## config.mk

```make
export PLATFORM = sky130hd
export DESIGN_NAME = dual_fa_bist_flat
export DESIGN_NICKNAME = d
export VERILOG_FILES = /design/src/rtl/dual_fa_bist_if.sv /design/src/rtl/dual_fa_bist.sv /design/src/flat_wrapper.sv
export SDC_FILE = /design/constraint.sdc
export NUM_CORES = 1
export LEC_CHECK = 0
export CORE_MARGIN = 3
export CORE_UTILIZATION = 45
export DETAILED_ROUTE_END_ITERATION = 10
export DONT_BUFFER_PORTS = 1
export GPL_TIMING_DRIVEN = 0
export SLEW_MARGIN = 5
export SYNTH_ARGS = -nofsm -noshare
export SYNTH_HDL_FRONTEND = slang
export SYNTH_SLANG_ARGS = --single-unit
export TNS_END_PERCENT = 20
```

## constraint.sdc

```tcl
create_clock -name clk -period 3.2 [get_ports clk]
set_clock_uncertainty 0.15 [all_clocks]
set_input_delay 0.8 -clock clk [delete_from_list [all_inputs] [get_ports clk]]
set_output_delay 0.8 -clock clk [all_outputs]
set_load 0.1 [all_outputs]
```

## src/rtl/dual_fa_bist_if.sv

```systemverilog
// rtl/dual_fa_bist_if.sv - stimulus, response and start/done bundle of the dual full-adder BIST
interface dual_fa_bist_if;
    logic       start;
    logic       a, b, c, d, e, f;
    logic       s1, cout1, s2, cout2;
    logic       busy;
    logic       done;
    logic       pass;
    logic [6:0] err_count;
    logic [5:0] first_fail;

    // master is the BIST controller; slave is the adder block plus the host issuing start
    modport master (
        input  start, s1, cout1, s2, cout2,
        output a, b, c, d, e, f, busy, done, pass, err_count, first_fail
    );

    modport slave (
        output start, s1, cout1, s2, cout2,
        input  a, b, c, d, e, f, busy, done, pass, err_count, first_fail
    );
endinterface

```

## src/rtl/dual_fa_bist.sv

```systemverilog
// rtl/dual_fa_bist.sv - exhaustive 64-vector self-test sweep of a dual full-adder block
module dual_fa_bist #(
    parameter int SETTLE = 1
) (
    input  logic              clk,
    input  logic              rst,
    dual_fa_bist_if.master    bus
);
    typedef enum logic [1:0] {
        S_IDLE,
        S_WAIT,
        S_CHECK,
        S_DONE
    } state_t;

    localparam logic [2:0] C_SETTLE = 3'(SETTLE);

    state_t     r_state;
    logic [5:0] r_v;
    logic [2:0] r_cnt;
    logic       r_busy;
    logic       r_done;
    logic       r_pass;
    logic [6:0] r_err;
    logic [5:0] r_first;

    logic       w_exp_s1, w_exp_cout1, w_exp_s2, w_exp_cout2;
    logic       w_mismatch;
    logic [6:0] w_err_next;

    // v = {a,b,c,d,e,f}: first adder on v[5:3], second on v[2:0]
    assign w_exp_s1    = r_v[5] ^ r_v[4] ^ r_v[3];
    assign w_exp_cout1 = (r_v[5] & r_v[4]) | (r_v[5] & r_v[3]) | (r_v[4] & r_v[3]);
    assign w_exp_s2    = r_v[2] ^ r_v[1] ^ r_v[0];
    assign w_exp_cout2 = (r_v[2] & r_v[1]) | (r_v[2] & r_v[0]) | (r_v[1] & r_v[0]);

    assign w_mismatch = (bus.s1 != w_exp_s1) | (bus.cout1 != w_exp_cout1) |
                        (bus.s2 != w_exp_s2) | (bus.cout2 != w_exp_cout2);
    assign w_err_next = w_mismatch ? (r_err + 7'd1) : r_err;

    always_ff @(posedge clk or posedge rst) begin
        if (rst) begin
            r_state <= S_IDLE;
            r_v     <= 6'd0;
            r_cnt   <= 3'd0;
            r_busy  <= 1'b0;
            r_done  <= 1'b0;
            r_pass  <= 1'b0;
            r_err   <= 7'd0;
            r_first <= 6'd0;
        end else begin
            case (r_state)
                S_IDLE: begin
                    r_done <= 1'b0;
                    if (bus.start) begin
                        r_v     <= 6'd0;
                        r_err   <= 7'd0;
                        r_first <= 6'd0;
                        r_pass  <= 1'b0;
                        r_cnt   <= C_SETTLE;
                        r_busy  <= 1'b1;
                        r_state <= S_WAIT;
                    end
                end
                S_WAIT: begin
                    if (r_cnt == 3'd1) begin
                        r_state <= S_CHECK;
                    end else begin
                        r_cnt <= r_cnt - 3'd1;
                    end
                end
                S_CHECK: begin
                    if (w_mismatch) begin
                        r_err <= w_err_next;
                        if (r_err == 7'd0) begin
                            r_first <= r_v;
                        end
                    end
                    // done and the verdict are registered here so they appear in the DONE cycle
                    if (r_v == 6'd63) begin
                        r_busy  <= 1'b0;
                        r_done  <= 1'b1;
                        r_pass  <= (w_err_next == 7'd0);
                        r_state <= S_DONE;
                    end else begin
                        r_v     <= r_v + 6'd1;
                        r_cnt   <= C_SETTLE;
                        r_state <= S_WAIT;
                    end
                end
                S_DONE: begin
                    r_done  <= 1'b0;
                    r_state <= S_IDLE;
                end
                default: begin
                    r_state <= S_IDLE;
                end
            endcase
        end
    end

    assign {bus.a, bus.b, bus.c, bus.d, bus.e, bus.f} = r_v;
    assign bus.busy       = r_busy;
    assign bus.done       = r_done;
    assign bus.pass       = r_pass;
    assign bus.err_count  = r_err;
    assign bus.first_fail = r_first;
endmodule
```

## src/flat_wrapper.sv

```systemverilog
// flat-port wrapper written by rule: the top's interface ports become plain ports
module dual_fa_bist_flat 
#(
    parameter int SETTLE = 1
)
  (clk, rst, bus_start, bus_s1, bus_cout1, bus_s2, bus_cout2, bus_a, bus_b, bus_c, bus_d, bus_e, bus_f, bus_busy, bus_done, bus_pass, bus_err_count, bus_first_fail);
  dual_fa_bist_if bus_i ();
  input  logic clk;
  input  logic rst;
  input wire logic [$bits(bus_i.start)-1:0] bus_start;
  input wire logic [$bits(bus_i.s1)-1:0] bus_s1;
  input wire logic [$bits(bus_i.cout1)-1:0] bus_cout1;
  input wire logic [$bits(bus_i.s2)-1:0] bus_s2;
  input wire logic [$bits(bus_i.cout2)-1:0] bus_cout2;
  output wire logic [$bits(bus_i.a)-1:0] bus_a;
  output wire logic [$bits(bus_i.b)-1:0] bus_b;
  output wire logic [$bits(bus_i.c)-1:0] bus_c;
  output wire logic [$bits(bus_i.d)-1:0] bus_d;
  output wire logic [$bits(bus_i.e)-1:0] bus_e;
  output wire logic [$bits(bus_i.f)-1:0] bus_f;
  output wire logic [$bits(bus_i.busy)-1:0] bus_busy;
  output wire logic [$bits(bus_i.done)-1:0] bus_done;
  output wire logic [$bits(bus_i.pass)-1:0] bus_pass;
  output wire logic [$bits(bus_i.err_count)-1:0] bus_err_count;
  output wire logic [$bits(bus_i.first_fail)-1:0] bus_first_fail;
  assign bus_i.start = bus_start;
  assign bus_i.s1 = bus_s1;
  assign bus_i.cout1 = bus_cout1;
  assign bus_i.s2 = bus_s2;
  assign bus_i.cout2 = bus_cout2;
  assign bus_a = bus_i.a;
  assign bus_b = bus_i.b;
  assign bus_c = bus_i.c;
  assign bus_d = bus_i.d;
  assign bus_e = bus_i.e;
  assign bus_f = bus_i.f;
  assign bus_busy = bus_i.busy;
  assign bus_done = bus_i.done;
  assign bus_pass = bus_i.pass;
  assign bus_err_count = bus_i.err_count;
  assign bus_first_fail = bus_i.first_fail;
  dual_fa_bist #(.SETTLE(SETTLE)) u_core (.clk(clk), .rst(rst), .bus(bus_i));
endmodule
```

==> results_dict.tcl <==
set metrics [dict create \
    power.leakage_uw 0.000752 \
    synthesis.area_mm2 0.00166 \
    syn_avg_cell_area_um2 9.08 \
    drt-initial-drc-count 89 \
    critical_path_arrival_ps 3060 \
    syn_nets 203 \
    ios 29 \
    io_buffer_count 0 \
    p_sw_frac 0.505 \
    grt_pass1_wl_um 6210 \
    timing.final.crit_share 0.938 \
    cts_buffers 3 \
    vdd_drop_max_mv 0.241 \
    crit_family "flip-flops" \
    grtUsageTotal 0.181 \
    dp_hpwl_um 2790 \
    nets 208 \
    internal_power_uw 548 \
    final_cell_area_mm2 0.00180 \
    hold_slack_ps 410 \
    clock_sinks 27 \
    async_flop_share 1.00 \
    final_cell_mix "dfrtp_1 (21), nand2_1 (19), o21ai_0 (19), inv_1 (16)" \
    slew_violations 0 \
    syn_inst 183 \
    rr_startpoint "u_core.r_v[3]" \
    setup.worst_path.end_class "register" \
    min_delay_path_depth 1 \
    synthFlopType "dfrtp_1" \
    status "finished, final reports clean" \
    tritoncts "yes" \
    cp.required_ps 3260 \
    postLayoutSetupSlackWorst_ps 197 \
    synthDistinctLibCells 38 \
    dr.pass1.iters 4 \
    hold_end "u_core.r_state[1]" \
    clockBufferDepth 2 \
    power_frac_seq 0.626 \
    power.switching_uw 560 \
    cp_max_fo 7 \
    drc 0 \
    final_util 0.524 \
    fin_crit_ps 3000 \
    core_mm2 0.00344 \
    slowest_delay_ps 660 \
    place_ws_ps -318 \
    syn_to_final_growth_pct 8.58 \
    worst_pin_slew_ps 1050 \
    hp-class "register to register" \
    synth_edf_count 0 \
    cts-root-buf "clkbuf_8" \
    grt_max_degree 28 \
    grt-ovfl-total 0 \
    fmax_mhz 333 \
    crit_slowest_cell "dfrtp_4" \
    rrSetupSlack_ps 200 \
    core.rowCount 21 \
    clkTransAtPathRegs_ps 100 \
    hp-start "u_core.r_state[1]" \
    cts_hold_buffers 0 \
    antennaDiodeCount 0 \
    critPathKind "register to register" \
    routabilityCongestion 0.847 \
    drv_cap 0 \
    rsz0062_at_grt "no" \
    die-area_mm2 0.00446 \
    power_frac_clock 0.177 \
    ff2ff_path_depth 8 \
    insertion_delay_ps 270 \
    dpl_cell_area_mm2 0.00172 \
    vias 1332 \
    wire_per_inst_um 15.7 \
    setup_viol 0 \
    synth-seq-cells 27 \
    max_slew_margin 0.300 \
    final_common_cell "dfrtp_1" \
    power.density_mw_per_mm2 614 \
    htreeDepth 1 \
    grt_pass1_vias 1373 \
    ant_nets 0 \
    timing.final.hold_violations 0 \
    path_buf_inv 2 \
    chipHeight_um 66.8 \
    drive_gt1_frac 0.0802 \
    ys_seq_area_frac 0.407 \
    critPathLaunchType "register" \
    routed_wl_um 3660 \
    die_x_um 66.8 \
    cp_cell_sequence "inv_1, fa_1, xnor2_2, or4_1, clkbuf_1, mux2i_1, a2111oi_1, a41o_1" \
    post-cts-setup-buffers 0 \
    rr_endpoint "u_core.bus.pass" \
    power_frac_comb 0.197 \
    viasPerCell 5.72 \
    floorplan.initialDensity 0.483 \
    synth_warnings 0 \
    finalSetupTns_ps 0 \
    antenna_found_initial 0 \
]
## stage by stage
stage | std cells | power, µW
final | 233 | 1110
after global routing | 233 | 1170
after CTS | 233 | 1110
after detailed placement | 229 | 911
after global placement | 229 | 900
after floorplan | 183 | 853
## layer usage
| metal | track usage | wire length (µm) | vias up |
|---|---|---|---|
| met3 | 0.0472 | 220 | 2 |
| met2 | 0.321 | 1830 | 29 |
| met1 | 0.215 | 1600 | 651 |
| li1 | - | - | 650 |
| met4 | 0.0457 | 18 | 0 |
| met5 | 0 | 0 | - |
## power groups by stage
stage | clock network [µW] | registers, µW | logic [µW]
2_1_floorplan | 0 | 685 | 168
3_3_place_gp | 0 | 697 | 204
3_5_place_dp | 0 | 699 | 212
4_1_cts | 207 | 693 | 213
5_1_grt | 225 | 704 | 246
6_report | 197 | 694 | 218
## registers in the layout, summed over array words and instances (netlist names)
signal / count
u_core.bus.busy: 1
u_core.bus.done: 1
u_core.bus.err_count: 7
u_core.bus.first_fail: 6
u_core.bus.pass: 1
u_core.r_cnt: 3
u_core.r_state: 2
u_core.r_v: 6
## what timing repair did
| item | CTS | global route |
|---|---|---|
| pin swaps | 0 | 0 |
| gates resized for setup | 3 | 8 |
| setup endpoints to repair | 11 | 7 |
## final cells by class
type | instances | area (µm²)
Tap cell | 46 | 57.6
Fill cell | 326 | 1640
Inverter | 16 | 60.1
Buffer | 6 | 22.5
Clock buffer | 3 | 41.3
Clock inverter | 1 | 7.51
Sequential cell | 27 | 698
Multi-Input combinational cell | 134 | 917
## worst reg2reg max path, cell delays in order, from the launching register on
cell,delay (ps)
dfrtp_4,660
inv_1,160
fa_1,540
xnor2_2,190
or4_1,400
clkbuf_1,170
mux2i_1,140
a2111oi_1,310
a41o_1,220
## cells by family after synthesis
family | after synthesis | share of synthesized area
DFF | 27 | 0.407
AOI/OAI and AO/OA | 49 | 0.188
xor gates and xnor gates | 10 | 0.0527
and+or+nand+nor | 59 | 0.178
buffers and inverters | 22 | 0.0497
adders and majority gates | 13 | 0.107
muxes | 3 | 0.0181
## synth_stat cells, types with 5 or more instances
cell,n,share of area
dfrtp_1,27,0.41
nand2_1,19,0.043
o21ai_0,19,0.057
inv_1,16,0.036
ha_1,11,0.083
nor2_1,11,0.025
a21oi_1,10,0.030
xnor2_1,7,0.037
a22oi_1,6,0.027
clkbuf_1,6,0.014
nor3_1,6,0.018
nand3_1,5,0.015
## worst max path at each step
stage | from | endpoint | cells after the start
6_report | u_core.r_v[3] | u_core.bus.pass | 8
5_1_grt | u_core.r_v[3] | u_core.bus.pass | 7
4_1_cts | u_core.r_v[2] | u_core.bus.pass | 7
3_5_place_dp | u_core.r_v[4] | u_core.bus.pass | 7
3_3_place_gp | u_core.r_v[4] | u_core.bus.pass | 8
2_1_floorplan | u_core.r_v[4] | u_core.bus.pass | 8
Note: power is estimated with default switching activity, not from simulation.
